File: config.mk
export PLATFORM = sky130hd
export DESIGN_NAME = rf_wport_sched
export DESIGN_NICKNAME = d
export VERILOG_FILES = /design/src/rtl/rf_wport_sched_pkg.sv /design/src/rtl/rf_sync_fifo.sv /design/src/rtl/rf_wport_sched.sv
export SDC_FILE = /design/constraint.sdc
export NUM_CORES = 1
export LEC_CHECK = 0
export ABC_AREA = 0
export BUFFER_PORTS_ARGS = -buffer_cell sky130_fd_sc_hd__buf_2
export CORE_MARGIN = 2
export CORE_UTILIZATION = 35
export CTS_CLUSTER_DIAMETER = 30
export DETAILED_ROUTE_END_ITERATION = 6
export GPL_ROUTABILITY_DRIVEN = 0
export GPL_TIMING_DRIVEN = 0
export PLACE_DENSITY = 0.57
export SETUP_SLACK_MARGIN = 0.2
export SYNTH_ARGS = -nofsm -noshare
export SYNTH_HDL_FRONTEND = slang
export SYNTH_SLANG_ARGS = --single-unit
File: constraint.sdc
create_clock -name clk -period 8.1 [get_ports clk]
set_input_delay 0 -clock clk [delete_from_list [all_inputs] [get_ports clk]]
set_output_delay 0 -clock clk [all_outputs]
set_load 0.02 [all_outputs]
File: src/rtl/rf_wport_sched_pkg.sv
// Shared register-file types and constants for the write-port scheduler.
// Pure declarations: no timing, no flow control.
package rf_wport_sched_pkg;

  localparam int RegNum = 32;

  typedef logic [4:0]  RegAddrBus;
  typedef logic [31:0] RegBus;

  localparam RegBus     ZeroWord     = '0;
  localparam logic      WriteEnable  = 1'b1;
  localparam logic      WriteDisable = 1'b0;
  localparam RegAddrBus NOPRegAddr   = '0;
  localparam logic      RstEnable    = 1'b1;
  localparam logic      StallReq     = 1'b1;
  localparam logic      NoStallReq   = 1'b0;

  typedef struct packed {
    RegAddrBus waddr;
    RegBus     wdata;
  } llu_ent_t;

  localparam int LLU_ENT_W = $bits(llu_ent_t);

  function automatic logic [RegNum-1:0] addr_onehot(input RegAddrBus a);
    addr_onehot    = '0;
    addr_onehot[a] = 1'b1;
  endfunction

endpackage

File: src/rtl/rf_sync_fifo.sv
// Synchronous FIFO; head visible the cycle after the push, pop consumes at the clock edge.
// Push ignored when full and pop ignored when empty; count reflects the registered state.
module rf_sync_fifo #(
  parameter int DEPTH = 2,
  parameter int WIDTH = 37,
  parameter int CNT_W = 2
) (
  input  logic             clk,
  input  logic             rst,
  input  logic             push_i,
  input  logic             pop_i,
  input  logic [WIDTH-1:0] wdata_i,
  output logic [WIDTH-1:0] rdata_o,
  output logic             full_o,
  output logic             empty_o,
  output logic [CNT_W-1:0] count_o
);

  localparam int PTR_W = (DEPTH > 1) ? $clog2(DEPTH) : 1;

  logic [WIDTH-1:0] mem_q [DEPTH];
  logic [PTR_W-1:0] wptr_q, wptr_d, rptr_q, rptr_d;
  logic [CNT_W-1:0] cnt_q, cnt_d;
  logic             do_push, do_pop;

  assign full_o  = (cnt_q == CNT_W'(DEPTH));
  assign empty_o = (cnt_q == '0);
  assign count_o = cnt_q;
  assign rdata_o = mem_q[rptr_q];
  assign do_push = push_i && !full_o;
  assign do_pop  = pop_i && !empty_o;

  // Pointers are power-of-two wide, so increment wraps modulo DEPTH for free.
  always_comb begin
    wptr_d = wptr_q;
    rptr_d = rptr_q;
    cnt_d  = cnt_q;
    if (do_push) wptr_d = wptr_q + PTR_W'(1);
    if (do_pop)  rptr_d = rptr_q + PTR_W'(1);
    if (do_push && !do_pop)      cnt_d = cnt_q + CNT_W'(1);
    else if (!do_push && do_pop) cnt_d = cnt_q - CNT_W'(1);
  end

  always_ff @(posedge clk) begin
    if (rst) begin
      wptr_q <= '0;
      rptr_q <= '0;
      cnt_q  <= '0;
    end else begin
      wptr_q <= wptr_d;
      rptr_q <= rptr_d;
      cnt_q  <= cnt_d;
    end
  end

  always_ff @(posedge clk) begin
    if (do_push) mem_q[wptr_q] <= wdata_i;
  end

endmodule

File: src/rtl/rf_wport_sched.sv
// RF write-port arbiter: WB has priority, buffered LLU results drain into idle slots 1 cycle after push.
// LLU backpressured via llu_ready when the FIFO is full; ID stalled on hazards with pending LLU writes.
module rf_wport_sched
  import rf_wport_sched_pkg::*;
#(
  parameter int DEPTH = 2,
  parameter int CNT_W = 2
) (
  input  logic             clk,
  input  logic             rst,
  input  logic             wb_we,
  input  logic [4:0]       wb_waddr,
  input  logic [31:0]      wb_wdata,
  input  logic             llu_valid,
  input  logic [4:0]       llu_waddr,
  input  logic [31:0]      llu_wdata,
  output logic             llu_ready,
  input  logic             iss_valid,
  input  logic [4:0]       iss_waddr,
  input  logic             id_re1,
  input  logic [4:0]       id_raddr1,
  input  logic             id_re2,
  input  logic [4:0]       id_raddr2,
  output logic             stall_req,
  output logic             rf_we,
  output logic [4:0]       rf_waddr,
  output logic [31:0]      rf_wdata,
  output logic [CNT_W-1:0] fifo_count,
  output logic [31:0]      pend_o
);

  llu_ent_t          push_ent, head;
  logic [LLU_ENT_W-1:0] head_raw;
  logic              in_rst, fifo_full, fifo_empty, do_push, do_pop;
  logic [CNT_W-1:0]  cnt_raw;
  logic [RegNum-1:0] pend_q, pend_d, pend_eff;

  assign in_rst    = (rst == RstEnable);
  assign llu_ready = !in_rst && (cnt_raw < CNT_W'(DEPTH));
  assign do_push   = llu_valid && llu_ready && (llu_waddr != NOPRegAddr);
  assign do_pop    = !in_rst && !wb_we && !fifo_empty;
  assign push_ent  = '{waddr: llu_waddr, wdata: llu_wdata};
  assign head      = llu_ent_t'(head_raw);

  rf_sync_fifo #(
    .DEPTH (DEPTH),
    .WIDTH (LLU_ENT_W),
    .CNT_W (CNT_W)
  ) u_fifo (
    .clk     (clk),
    .rst     (in_rst),
    .push_i  (do_push),
    .pop_i   (do_pop),
    .wdata_i (push_ent),
    .rdata_o (head_raw),
    .full_o  (fifo_full),
    .empty_o (fifo_empty),
    .count_o (cnt_raw)
  );

  always_comb begin
    rf_we    = WriteDisable;
    rf_waddr = NOPRegAddr;
    rf_wdata = ZeroWord;
    if (!in_rst) begin
      if (wb_we) begin
        rf_we    = WriteEnable;
        rf_waddr = wb_waddr;
        rf_wdata = wb_wdata;
      end else if (!fifo_empty) begin
        rf_we    = WriteEnable;
        rf_waddr = head.waddr;
        rf_wdata = head.wdata;
      end
    end
  end

  // The register being drained is already safe to read: the WB bypass forwards it.
  assign pend_eff = pend_q & ~(do_pop ? addr_onehot(head.waddr) : '0);

  always_comb begin
    stall_req = NoStallReq;
    if (!in_rst && ((id_re1 && pend_eff[id_raddr1]) ||
                    (id_re2 && pend_eff[id_raddr2]) ||
                    (iss_valid && pend_eff[iss_waddr])))
      stall_req = StallReq;
  end

  always_comb begin
    pend_d = pend_eff;
    if (iss_valid && (stall_req == NoStallReq) && (iss_waddr != NOPRegAddr))
      pend_d = pend_d | addr_onehot(iss_waddr);
    pend_d[0] = 1'b0;
  end

  always_ff @(posedge clk) begin
    if (in_rst) pend_q <= '0;
    else        pend_q <= pend_d;
  end

  assign fifo_count = in_rst ? '0 : cnt_raw;
  assign pend_o     = in_rst ? '0 : pend_q;

  logic unused_full;
  assign unused_full = fifo_full;

endmodule

==> impl_metrics.csv <==
group,metric,value,unit
outcome,status,"complete, no violations",
setup_path,required,8.10,ns
min_path,whs_path_depth,4,
floorplanning,io-pin-count,170,
final_layout,areaGrowthSynthToFinish,28.35,%
global_route,antenna_found_initial,0,
final_layout,nets,942,
clock_tree,cts.repair.resized,0,
setup_path,r2r_end,"pend_q[9]",
synthesis,synth.distinct_cells,87,
final_layout,antenna_cells,0,
global_route,grt_pass1_wl,32.93,mm
floorplanning,std_cell_rows,49,
global_route,grt_max_degree,26,
power_and_ir_drop,clockPowerShare,31.5,%
sta,finClkSkew,0.01250,ns
clock_tree,htreeDepth,3,
synthesis,syn_inst,630,
sta,hold_violations,0,
route,routed_via_density,5.508,
clock_tree,path_clk_slew,0.08,ns
power_and_ir_drop,switching_share,31.77,%
sta,tightest_slew,0.8158,ns
synthesis,ys.warnings.count,0,
min_path,min_from,"iss_valid",
setup_path,rrSetupSlack,4.19,ns
route,firstDrtPassIters,5,
setup_path,cp_cell_sequence,"buf_6 > buf_6 > mux2i_1 > o21ai_1 > o21ai_0 > mux2i_1 > nor4b_1 > or4_1 > o21ai_2 > buf_6 > nor2_1 > nor2_1 > buf_2",
setup_path,slowest_stage,"o21ai_0",
sta,setup-violations-final,0,
global_route,grt_pass1_vias,5848,
setup_path,cp.arrival,3.96,ns
power_and_ir_drop,power.density,173.7,nW/um^2
synthesis,synthTopCellsByArea,"edfxtp_1 34%, dfxtp_1 11%, mux2i_1 7.1%",
flow_run,maxCapViolCount,0,
route,wl_per_cell,19.85,um
synthesis,postSynthNetCount,727,
synthesis,syn_area,6470,um^2
clock_tree,cts_buffers,9,
global_route,grt_overflow_total,0,
floorplanning,core,18020,um^2
setup_path,cp_max_fo,10,
placed_design,dp_cells,1026,
setup_path,crit_top_cell,"buf_6",
route,drtIter0Drc,475,
route,routed_wl,21.42,mm
sta,relSlewSlack,45.04,%
clock_tree,cts_tree,"done",
placed_design,portBuffers,165,
final_layout,area.sequential,2943,um^2
synthesis,synth_commonest_cells,"74 x edfxtp_1, 57 x nand2_1, 55 x o21ai_0",
global_route,grtUsageTotal,21.85,%
route,drc_errors,0,
synthesis,synth_area_leader_cell,"edfxtp_1",
synthesis,synth-seq-area-share,45.48,%
setup_path,start_kind,"register",
power_and_ir_drop,leakagePower,0.003116,uW
sta,finalMaxSlewViolations,0,
clock_tree,worst_skew_pair.late_latency,0.36,ns
sta,period_share,48.91,%
setup_path,critical_path_class,"register to output port",
power_and_ir_drop,combPwrFrac,24.1,%
power_and_ir_drop,ir_drop,109.4,uV
floorplanning,initial_core_util,35.89,%
clock_tree,cts.sinks,110,
floorplanning,die-area,19590,um^2
clock_tree,postCtsSetupBuffers,0,
synthesis,synth_top_area_share,34.35,%
synthesis,synth_edf_count,74,
setup_path,max_stage_delay,0.73,ns
synthesis,async_reset_ff_share,0,%
clock_tree,cts_buffer_depth,2,
synthesis,synth_ff_type,"edfxtp_1",
power_and_ir_drop,seqPwrFrac,44.4,%
route,vias,5943,
final_layout,final_cells,1079,
route,postRouteAntennaNets,0,
power_and_ir_drop,p_int,984.5,uW
setup_path,worst-r2r-cell-count,11,
min_path,min_path_type,"input port to register",
sta,min_period,3.962,ns
floorplanning,fp.dieH,140.0,um
synthesis,ys_seq_elements,110,
setup_path,end_kind,"output port",
final_layout,multi_input_area,3293,um^2
sta,tns,0,ns
clock_tree,cts_hold_buf,37,
sta,max_freq,252.4,MHz
power_and_ir_drop,p_switching,458.3,uW
placed_design,hpwlAfterDp,16.00,mm
final_layout,fill_cells,1731,
clock_tree,clockRootBuffer,"clkbuf_16",
min_path,hold_path_end,"pend_q[28]",
sta,rsz0062_at_grt,"false",
final_layout,drive_gt1_share,28.47,%
floorplanning,dieWidth,140.0,um
synthesis,syn_area_per_cell,10.27,um^2
synthesis,synth_most_common_cell,"edfxtp_1",
power_and_ir_drop,power,1443,uW
==> cell usage in the layout, fill, tap and decap left out, drive strengths merged, types with 4 or more instances in the layout <==
master,Yosys,final
a211o,4,4
a211oi,4,4
a21oi,15,15
a31oi,4,4
and3b,4,4
buf,10,177
clkbuf,30,40
dfxtp,36,36
dlygate4sd3,0,37
edfxtp,74,74
inv,15,20
mux2,8,8
mux2i,48,48
nand2,57,57
nand2b,8,8
nand3,7,7
nand3b,5,5
nand4,5,5
nor2,37,37
nor2b,37,37
nor3,7,7
nor3b,5,5
nor4,6,6
o2111ai,10,10
o211ai,19,19
o21a,8,8
o21ai,68,68
o22ai,13,13
o31ai,4,4
o41a,4,4
o41ai,6,6
or2,4,4
or3,6,6
or4,10,10
==> sequential cells by signal, indices dropped and copies added (netlist names), named ones only <==
signal	flops
u_fifo.rptr_q	1
u_fifo.mem_q	74
u_fifo.count_o	2
u_fifo.wptr_q	1
pend_q	31
==> worst max-delay path: cells and delay by family (launching register included) <==
family                 cells  cell delay (ns)
multiplexers               2             0.66
buffers and inverters      4             0.68
flip-flops                 1             0.38
AO/OA/AOI/OAI              3             1.22
AND/OR/NAND/NOR            4             0.64
==> area by class of cell <==
cell class	instances	share of cell area, %
Buffer	40	2.230
Clock buffer	10	2.878
Clock inverter	6	0.6931
Inverter	17	0.7684
Multi-Input combinational cell	463	39.66
Sequential cell	110	35.44
Tap cell	229	3.450
Timing Repair Buffer	204	14.89
==> layer usage <==
layer | share of wire [%] | wire length, um | GRT usage (%)
met1 | 42 | 9041 | 28.93
met2 | 46 | 9866 | 34.81
met3 | 7.8 | 1671 | 4.308
met4 | 3.9 | 841 | 9.737
met5 | 0 | 0 | 0
==> power groups by stage <==
stage / Sequential [uW] / Clock, uW / Combinational (uW)
floorplan: 651 / 0 / 215
global placement: 654 / 0 / 328
detailed placement: 653 / 0 / 333
CTS: 640 / 464 / 348
global route: 643 / 486 / 377
finish: 640 / 455 / 348
==> worst max path at each step <==
stage,start,endpoint,slack [ns],cells past startpoint
4_1_cts,register,stall_req,4.28,12
2_1_floorplan,u_fifo.count_o[1],u_fifo.mem_q[0][0],5.15,3
3_3_place_gp,rst,u_fifo.mem_q[0][21],4.19,5
5_1_grt,register,stall_req,3.91,13
3_5_place_dp,register,pend_q[9],4.37,10
6_report,register,stall_req,4.14,13
==> stage by stage <==
| step | hold slack [ns] | util [%] | setup WS, ns | instance area (um^2) |
|---|---|---|---|---|
| 2_1_floorplan | 0.09887 | - | 5.152 | 6470 |
| 3_3_place_gp | 0.1884 | 42.07 | 4.187 | 7582 |
| 3_5_place_dp | 0.1915 | 42.37 | 4.373 | 7637 |
| 4_1_cts | 0.1121 | 46.07 | 4.276 | 8304 |
| 5_1_grt | 0.1378 | 46.07 | 3.912 | 8304 |
| 6_report | 0.1372 | 46.07 | 4.138 | 8304 |
==> kinds of logic after synthesis <==
| logic type | after synthesis | share of synthesized area, % |
|---|---|---|
| buffers and inverters | 57 | 3.848 |
| AO/OA/AOI/OAI | 192 | 22.53 |
| AND/OR/NAND/NOR | 206 | 17.19 |
| other | 1 | 0.05796 |
| multiplexers | 58 | 10.02 |
| flip-flops | 110 | 45.48 |
| XOR/XNOR | 5 | 0.6770 |
| adder cells (fa/ha/maj) | 1 | 0.1934 |
No activity file was read; power rests on OpenSTA's default activity.
